`src/rtl/game_ctrl.sv`:
```
// game_ctrl: per-frame sequencer for the character and map drawers.
// Walks WAIT_START -> INIT -> IDLE -> REG -> CHECK -> APPLY -> DRAW_MAP -> DRAW_LINK,
// paces each loop to a fixed frame period, guards both draw states with a
// watchdog and counts frame ticks that could not be serviced in time.
module game_ctrl #(
    parameter int FRAME_CYCLES = 833333,
    parameter int CHECK_CYCLES = 2,
    parameter int TIMEOUT      = 131071
) (
    input  logic        clock,
    input  logic        reset,
    input  logic        start,
    input  logic        map_done,
    input  logic        link_done,
    output logic        init,
    output logic        idle,
    output logic        reg_action,
    output logic        apply_action,
    output logic        draw_map,
    output logic        draw_link,
    output logic [15:0] frame_count,
    output logic [7:0]  overruns,
    output logic        error
);

    // Frame timer width and per-state counter width (must also cover CHECK_CYCLES).
    localparam int FW = (FRAME_CYCLES > 2) ? $clog2(FRAME_CYCLES) : 1;
    localparam int TW = $clog2(TIMEOUT + 1);
    localparam int CW = (TW > 4) ? TW : 4;

    localparam logic [FW-1:0] FRAME_LAST = FW'(FRAME_CYCLES - 1);
    localparam logic [CW-1:0] TO_LAST    = CW'(TIMEOUT - 1);
    localparam logic [CW-1:0] CHK_LAST   = CW'(CHECK_CYCLES - 1);

    typedef enum logic [2:0] {
        S_WAIT_START = 3'd0,
        S_INIT       = 3'd1,
        S_IDLE       = 3'd2,
        S_REG        = 3'd3,
        S_CHECK      = 3'd4,
        S_APPLY      = 3'd5,
        S_DRAW_MAP   = 3'd6,
        S_DRAW_LINK  = 3'd7
    } state_t;

    // Strobe vector order: {init, idle, reg_action, apply_action, draw_map, draw_link}
    localparam logic [5:0] STRB_RESET = 6'b010000;

    state_t          state_q, state_d;
    logic [CW-1:0]   cnt_q, cnt_d;
    logic [FW-1:0]   frame_q, frame_d;
    logic            pending_q, pending_d;
    logic [15:0]     frame_count_q, frame_count_d;
    logic [7:0]      overruns_q, overruns_d;
    logic            error_q, error_d;
    logic [5:0]      strb_q, strb_d;

    logic            tick_s;
    logic            done_window_s;
    logic            timeout_s;
    logic            wd_fire_s;
    logic            frame_end_s;

    // Moore decode of the one strobe that belongs to each state.
    function automatic logic [5:0] strobes_for(input state_t s);
        logic [5:0] v;
        case (s)
            S_WAIT_START: v = 6'b010000;
            S_INIT:       v = 6'b100000;
            S_IDLE:       v = 6'b010000;
            S_REG:        v = 6'b001000;
            S_CHECK:      v = 6'b000000;
            S_APPLY:      v = 6'b000100;
            S_DRAW_MAP:   v = 6'b000010;
            S_DRAW_LINK:  v = 6'b000001;
            default:      v = STRB_RESET;
        endcase
        return v;
    endfunction

    // Frame tick: timer is parked at zero until the game has been started.
    assign tick_s        = (state_q != S_WAIT_START) && (frame_q == FRAME_LAST);
    // A done seen on the first cycle of a draw state is left over from the previous frame.
    assign done_window_s = (cnt_q != {CW{1'b0}});
    assign timeout_s     = (cnt_q == TO_LAST);

    // Next-state logic, watchdog decisions and frame-completion detection.
    always_comb begin
        state_d     = state_q;
        wd_fire_s   = 1'b0;
        frame_end_s = 1'b0;
        case (state_q)
            S_WAIT_START: begin
                if (start) begin
                    state_d = S_INIT;
                end else begin
                    state_d = S_WAIT_START;
                end
            end
            S_INIT: state_d = S_IDLE;
            S_IDLE: begin
                if (tick_s || pending_q) begin
                    state_d = S_REG;
                end else begin
                    state_d = S_IDLE;
                end
            end
            S_REG: state_d = S_CHECK;
            S_CHECK: begin
                if (cnt_q == CHK_LAST) begin
                    state_d = S_APPLY;
                end else begin
                    state_d = S_CHECK;
                end
            end
            S_APPLY: state_d = S_DRAW_MAP;
            S_DRAW_MAP: begin
                if (map_done && done_window_s) begin
                    state_d = S_DRAW_LINK;
                end else if (timeout_s) begin
                    state_d   = S_DRAW_LINK;
                    wd_fire_s = 1'b1;
                end else begin
                    state_d = S_DRAW_MAP;
                end
            end
            S_DRAW_LINK: begin
                if (link_done && done_window_s) begin
                    state_d     = S_IDLE;
                    frame_end_s = 1'b1;
                end else if (timeout_s) begin
                    state_d     = S_IDLE;
                    wd_fire_s   = 1'b1;
                    frame_end_s = 1'b1;
                end else begin
                    state_d = S_DRAW_LINK;
                end
            end
            default: state_d = S_WAIT_START;
        endcase
    end

    // Per-state dwell counter, frame timer, pending/overrun bookkeeping and status.
    always_comb begin
        cnt_d         = cnt_q;
        frame_d       = frame_q;
        pending_d     = pending_q;
        overruns_d    = overruns_q;
        frame_count_d = frame_count_q;
        error_d       = error_q;

        // Dwell counter restarts on every state entry and saturates instead of wrapping.
        if (state_d != state_q) begin
            cnt_d = {CW{1'b0}};
        end else if (cnt_q != {CW{1'b1}}) begin
            cnt_d = cnt_q + CW'(1);
        end else begin
            cnt_d = cnt_q;
        end

        if (state_q == S_WAIT_START) begin
            frame_d = {FW{1'b0}};
        end else if (tick_s) begin
            frame_d = {FW{1'b0}};
        end else begin
            frame_d = frame_q + FW'(1);
        end

        // IDLE consumes a tick or a pending request (a simultaneous tick is absorbed);
        // anywhere else a tick is remembered once and counted as an overrun after that.
        if (state_q == S_IDLE) begin
            if (tick_s || pending_q) begin
                pending_d = 1'b0;
            end else begin
                pending_d = pending_q;
            end
        end else if (tick_s) begin
            if (pending_q) begin
                pending_d = 1'b1;
                if (overruns_q != 8'hFF) begin
                    overruns_d = overruns_q + 8'd1;
                end else begin
                    overruns_d = overruns_q;
                end
            end else begin
                pending_d = 1'b1;
            end
        end else begin
            pending_d = pending_q;
        end

        if (frame_end_s) begin
            frame_count_d = frame_count_q + 16'd1;
        end else begin
            frame_count_d = frame_count_q;
        end

        if (wd_fire_s) begin
            error_d = 1'b1;
        end else begin
            error_d = error_q;
        end
    end

    // Strobes are decoded from the next state so they register in step with it.
    assign strb_d = strobes_for(state_d);

    // State and datapath registers with synchronous active-high reset.
    always_ff @(posedge clock) begin
        if (reset) begin
            state_q       <= S_WAIT_START;
            cnt_q         <= {CW{1'b0}};
            frame_q       <= {FW{1'b0}};
            pending_q     <= 1'b0;
            frame_count_q <= 16'd0;
            overruns_q    <= 8'd0;
            error_q       <= 1'b0;
            strb_q        <= STRB_RESET;
        end else begin
            state_q       <= state_d;
            cnt_q         <= cnt_d;
            frame_q       <= frame_d;
            pending_q     <= pending_d;
            frame_count_q <= frame_count_d;
            overruns_q    <= overruns_d;
            error_q       <= error_d;
            strb_q        <= strb_d;
        end
    end

    assign init         = strb_q[5];
    assign idle         = strb_q[4];
    assign reg_action   = strb_q[3];
    assign apply_action = strb_q[2];
    assign draw_map     = strb_q[1];
    assign draw_link    = strb_q[0];
    assign frame_count  = frame_count_q;
    assign overruns     = overruns_q;
    assign error        = error_q;

endmodule

```
`config.mk`:
```
export PLATFORM = sky130hd
export DESIGN_NAME = game_ctrl
export DESIGN_NICKNAME = d
export VERILOG_FILES = /design/src/rtl/game_ctrl.sv
export SDC_FILE = /design/constraint.sdc
export NUM_CORES = 1
export LEC_CHECK = 0
export CORE_MARGIN = 5
export CORE_UTILIZATION = 56
export CTS_CLUSTER_SIZE = 30
export DETAILED_ROUTE_END_ITERATION = 10
export PLACE_DENSITY = 0.81
export RECOVER_POWER = 100
export SYNTH_ARGS = -nofsm -noshare
export SYNTH_HDL_FRONTEND = slang
export SYNTH_SLANG_ARGS = --single-unit
export TNS_END_PERCENT = 30
```
`constraint.sdc`:
```
create_clock -name clock -period 3.2 [get_ports clock]
set_input_delay 0.32 -clock clock [delete_from_list [all_inputs] [get_ports clock]]
set_output_delay 0.32 -clock clock [all_outputs]
set_load 0.02 [all_outputs]
```
==> results list <==
- The synthesized design contains 72 register bits.
- Worst IR drop on VDD: 0.317 mV
* Dpl hpwl: 4.93 mm
- Static leakage: 1.48 nW
* H-tree lvl count: 3
- Timing would allow up to 0.348 GHz.
* Cell area after placement: 3820 sq um
- Setup bufs post-CTS: 0
* Final routed DRC violation total: 0
* Final Core Density: 0.678
- The detailed router placed 2,828 vias in this run.
- Power Total: 1.77 mW
* PwrDens: 441 nW/um^2
- Worst-path maximum fanout: 19
- Share of total power in sequential cells: 0.517
* First-pass GRT wire length: 12.4 mm
- Worst EP arrival: 3.15 ns
- The initial utilization of the core area, before any placement, comes to 0.579.
- Global routing met3 resource utilization: 0.0577
* Clock network power share: 0.429
- Number of buffers inserted during clock tree synthesis: 9
* Wire per inst: 14.0 um
- The layout has 482 filler cells.
- Buffers placed on the I/O ports in this run total 35.
- Total die area: 7780 sq um
- Switching part of the total: 0.229
- Number of distinct library cells after synthesis: 50
* Post-Place Setup Slack: 0.437 ns
- After clock tree synthesis, the flow added hold-fix buffers numbering 0.
- Final min period: 2.88 ns
- Summing all flip-flop and latch instances after layout gives 1440 sq um.
* Pins Over Slew Limit: 0
- Clock Sink Count: 72
- Int Pwr: 1.37 mW
- Among all flip-flop cells after synthesis, the most frequent one is dfxtp_1.
- GR met1 Demand/Resource: 0.262
- Setup violations remaining at the end of the flow were counted as 0.
- The multi-input combinational cells in the finished layout cover a total of 1870 sq um.
* Remaining max-slew budget at the tightest pin: 0.560
* Net switching power figure: 0.405 mW
- From synthesis to final layout, the design area changed by 17.2%.
- Combinational group share of total power: 0.054
- Std-Cell Core Area: 5920 sq um
* Post-CTS resize count: 0
- Portion of the clock cycle consumed by the worst path in the final layout: 0.899
* Final count of hold timing violations: 0
- GP Congestion: 0.800
* Minimum setup slack in the final design: 0.324 ns
* Worst Hold Margin: 0.481 ns
* Critical Path Start Type: flip-flop
- For this run, asynchronously set or reset flops after synthesis account for 0.
* List of most frequent post-synthesis cells: nor2_1, dfxtp_1, nand2_1, xor2_1, xnor2_1
- The die is 88.2 um tall.
- Post-placement cell count: 493
- Std cell rows: 28
* Total routing resource utilization after global routing: 0.200
* Clock input transition at the sequential cells of the worst setup and hold paths: 0.08 ns
- Remaining global-route overflow: 0
- The synthesized design spends more area on one cell type than any other, namely dfxtp_1.
- The die is 88.2 um wide.
- During I/O placement, the number of pins put on the boundary was 36.
* Clock tree from TritonCTS: done
- The number of global-route vias before repair is 2,728.
* Total number of nets in the final design: 443
- Counting every instance in the synthesized netlist gives 395.
- Routed vias/inst: 5.56
- Area of all placed cells without fillers: 4020 sq um
- Yosys printed 0 warnings.
- The synthesized design contains 0 enable-type register cells.
- After detailed routing, the total wire length is 7.10 mm.
- Of the cells placed in the final design, the portion with a size suffix greater than 1 is 0.0622.
- Dominant cells by area after synthesis: dfxtp_1, nor2_1, xor2_1
* Number of detailed-route iterations in the first pass: 4
- The worst setup path is of the reg -> reg kind.
- The tool flagged a number of max-cap violations equal to 0.
- Top Usage Layer GRT: met2
* Sequential share of the synthesized area: 0.421
- Required time of the critical path: 3.47 ns
* Setup clock skew after layout: 0.0127 ns
- Clock Root Buffer: clkbuf_8
- The share of synthesized area in the top cell type comes to 0.421.
- The flow ran to the end, and the final reports show no timing, DRC or antenna violations.
* Mapped Nets: 409
- The later pin in the worst-skew pair is clocked with a latency of 0.34 ns.
- N_diodes: 0
* Pin count of the biggest net entering global routing: 27
- Accumulated negative setup slack: 0 ns
- In this run the cell area of the synthesized design comes to 3430 sq um.
* Post-synthesis average cell area: 8.67 sq um
- Final cell count without fillers: 509
* Path category of the worst min-delay check: reg -> reg
* Element type at the critical path end: flip-flop
- Clock Tree Buf Depth: 2
* Transition time at the pin with the least slew margin: 0.660 ns
- Violation count after the first detailed-routing iteration: 156
* Number of antenna violations at the first check in global routing: 0
- The most common cell in the synthesized netlist is nor2_1.
- Routed Antenna Nets: 0
- Setup repair after global routing missed its margin: false
- For met2 alone, demand over resource in global routing was 0.317.
[layout by cell type, fill, tap and decap left out, types with 3 or more instances in the layout]
master            n
nor2_1           77
dfxtp_1          72
dlygate4sd3_1    31
nand2_1          29
xor2_1           25
xnor2_1          24
nand4_1          17
nand3_1          16
nor3_1           14
clkbuf_8         12
and3_1           10
a21oi_1          10
nor4_1            9
ha_1              9
inv_1             8
o21ai_0           7
or3_1             6
or4_1             5
nor2b_1           4
clkdlybuf4s50_1   4
and4_1            3
nand2b_1          3
mux2i_1           3
[power by group through the flow]
stage               combinational (mW)  clock [mW]  sequential, mW
floorplan                       0.0735           0           0.934
global placement                0.0951           0           0.935
detailed placement              0.0980           0           0.936
CTS                             0.0986       0.778           0.915
global route                     0.105       0.823           0.917
finish                          0.0952       0.760           0.915
[routing by layer]
layer  vias to the layer above  wire length (um)
met1                      1321              3370
met2                        54              3340
li1                       1442                 -
met4                         0                97
met3                        11               285
met5                         -                 0
[worst max-delay path, cell delays in order (launching register included)]
cell      delay (ns)
dfxtp_1         0.36
inv_1           0.10
ha_1            0.14
or4b_2          0.62
o41ai_1         0.34
a21boi_4        0.51
nor3b_1         0.40
a31oi_4         0.16
nor2_1          0.18
[registers in the layout, indices dropped and copies added, names as in the netlist]
signal / flops
pending_q: 1
overruns: 8
state_q: 3
frame_q: 20
frame_count: 16
cnt_q: 17
error: 1
strb_q: 6
[worst paths after layout]
check	from	to	slack (ns)	depth (start not counted)
max reg2reg	cnt_q[0]$_SDFFE_PP0P_	cnt_q[0]$_SDFFE_PP0P_	0.32	8
max	cnt_q[0]$_SDFFE_PP0P_	cnt_q[0]$_SDFFE_PP0P_	0.32	8
min reg2reg	error$_SDFFE_PP0P_	error$_SDFFE_PP0P_	0.48	2
min	error$_SDFFE_PP0P_	error$_SDFFE_PP0P_	0.48	2
[area by class of cell]
cell class | instances | share of cell area
clock buffer | 12 | 0.0411
tap | 75 | 0.0234
timing repair buffer | 37 | 0.0910
inverter | 8 | 0.00748
clock inverter | 4 | 0.0128
multi-input combinational | 301 | 0.465
sequential | 72 | 0.359
[kinds of logic after synthesis]
family | share of synthesized area
AOI/OAI and AO/OA | 0.0741
xor gates and xnor gates | 0.125
adders and majority gates | 0.0329
buffers and inverters | 0.0274
DFF | 0.421
muxes | 0.0153
and+or+nand+nor | 0.304
No activity file was read; power rests on OpenSTA's default activity.
==> RTL change: new RTL, config.mk and constraints unchanged <==
Change the parameter `TIMEOUT` from 131071 to 65535.
--- a/src/rtl/game_ctrl.sv
+++ b/src/rtl/game_ctrl.sv
@@ -6,5 +6,5 @@
     parameter int FRAME_CYCLES = 833333,
     parameter int CHECK_CYCLES = 2,
-    parameter int TIMEOUT      = 131071
+    parameter int TIMEOUT      = 65535
 ) (
     input  logic        clock,
Function: same outputs for any inputs over 10 cycles, from zero or initial values and one cycle with reset high; that may be too few to reach the edited logic, so the function may still have changed.
==> RTL change against the original RTL <==
- highest routed layer unchanged
- final cell count decreased by 3.7%
- sequential cell count decreased by 1
- worst setup slack gained 90 ps
- first-iteration DRC count is 22% higher
- design area fell by 2.6%
- critical path type unchanged
- count of clock-buffer cells in the layout shrank 1
- area after synthesis is 2.2% lower
- utilization fell by 1.4 points
- routed wire length is 6.7% lower
- critical endpoint is now cnt_q[4]
Power is not compared: it rests on default switching activity, and its combinational part moved more than twofold at a synthesized area within 25%.
==> RTL change: results (changes against the original RTL) <==
register area share after synthesis -> 42.4% (+0.33 points)
net count after synthesis -> 388 (-5.1%)
Placer Congestion -> 0.918 (+15%)
first-pass GRT wire length -> 11400 um (-8.0%)
Setup Buffers After CTS -> 0 (unchanged)
Syn Area/Cell -> 8.94 um2 (+3.1%)
gr usage total -> 18.6% (-1.4 points)
met1 Use GR -> 23.8% (-2.4 points)
ys flop type -> dfxtp_1
routed wire length per instance -> 13.5 um (-3.1%)
maximum fanout along the worst path -> 16 (-3)
Post-Place Worst Slack -> 683 ps (+245 ps)
relative slew slack -> 36.6% (-19 points)
GR Util met3 -> 4.45% (-1.3 points)
nets -> 423 (-4.5%)
n_diodes -> 0 (unchanged)
final wirelength -> 6630 um (-6.7%)
clock-pin slew on the worst setup and hold paths -> 70 ps
largest net degree at the start of global routing -> 21 (-22%)
share of cells above drive strength 1 -> 8.92% (+2.7 points)
Yosys warnings -> 0 (unchanged)
fraction of registers with async set/reset -> 0% (unchanged)
Initial DRT Pass Iterations -> 4 (unchanged)
CTS resizes -> 0 (unchanged)
vias in the first global route -> 2552 (-6.5%)
Distinct cells, synth -> 50 (unchanged)
Hold Path Class -> reg -> reg
worst-skew pair later-pin latency -> 340 ps (about the same)
Inst Count DP -> 474 (-3.9%)
H-tree depth -> 3 (unchanged)
Num CTS Buffers -> 9 (unchanged)
peak supply drop -> 458 uV
Clock Skew -> 10.4 ps (-2.28 ps)
maximum clock path buffer count -> 2 (unchanged)
main area contributors after synthesis -> dfxtp_1 (42%), xor2_1 (9.9%), nor2_1 (7.3%)
critical path arrival -> 2980 ps (-170 ps)
Leak -> 1.47 nW
run status -> complete, no violations
Initial DRC Count -> 190 (+22%)
DP Wirelength -> 4760 um (-3.5%)
Largest Register -> frame_q
GR Layer Usage met2 -> 30.1% (-1.6 points)
via count -> 2760 (-2.4%)
top post-synthesis cells by count -> dfxtp_1 (71), nor2_1 (65), xor2_1 (38), nand3_1 (34)
RTL change: cell types whose count changed in the layout (fill, tap and decap cells not counted), sizes merged, moves of 3 or more:
cell   delta
and4      +7
xor2     +13
or3       -3
or4       -3
nor3      -6
nand3    +18
nor4      -8
nand2    -13
xnor2    -13
nor2b     -3
RTL change: area by class of cell:
type,count,area [um2]
inverter,7,26.3
clock inverter,5,58.8
clock buffer,11,131
multi-input combinational,284,1820
sequential,71,1420
timing repair buffer,37,362
fill,473,1970
tap,75,93.8
RTL change: layer usage:
metal,share of wire [%],up-vias
met4,1.3,0
li1,-,1385
met2,49,55
met5,0,-
met1,45,1312
met3,4.3,8
RTL change: kinds of logic (layout without fill, tap and decap cells):
group / after synthesis / after routing / synth area share, %
buffers and inverters: 20 / 60 / 2.50
XOR/XNOR: 49 / 49 / 12.8
adder cells (fa/ha/maj): 8 / 8 / 2.99
flip-flops: 71 / 71 / 42.4
AO/OA/AOI/OAI: 33 / 33 / 7.80
AND/OR/NAND/NOR: 190 / 190 / 30.3
multiplexers: 4 / 4 / 1.23
RTL change: final timing paths:
| path | startpoint | endpoint | slack (ps) | depth (start not counted) |
|---|---|---|---|---|
| setup reg to reg | cnt_q[13] | cnt_q[4] | 410 | 6 |
| hold / removal | error | error | 470 | 2 |
| hold reg to reg | error | error | 470 | 2 |
| setup / recovery | cnt_q[13] | cnt_q[4] | 410 | 6 |
RTL change: power by group:
part	switching (W)	internal (W)
logic	0.000254	0.000156
clock network	0.000330	0.000361
registers	0.0000696	0.000929
RTL change: stage by stage:
step,utilization (%),power [W],cell area (um2)
final,66.5,0.00210,3910
after floorplan,-,0.00135,3350
after global placement,63.8,0.00144,3750
after global routing,66.5,0.00221,3910
after CTS,67.0,0.00214,3940
after detailed placement,63.8,0.00145,3750
RTL change: critical path: stages, from the launching register on:
cell and delay [ps]:
dfxtp_1 370, or4_4 530, nor4b_1 580, a32o_1 330, a311oi_4 90, a32oi_4 600
nor3_1 140
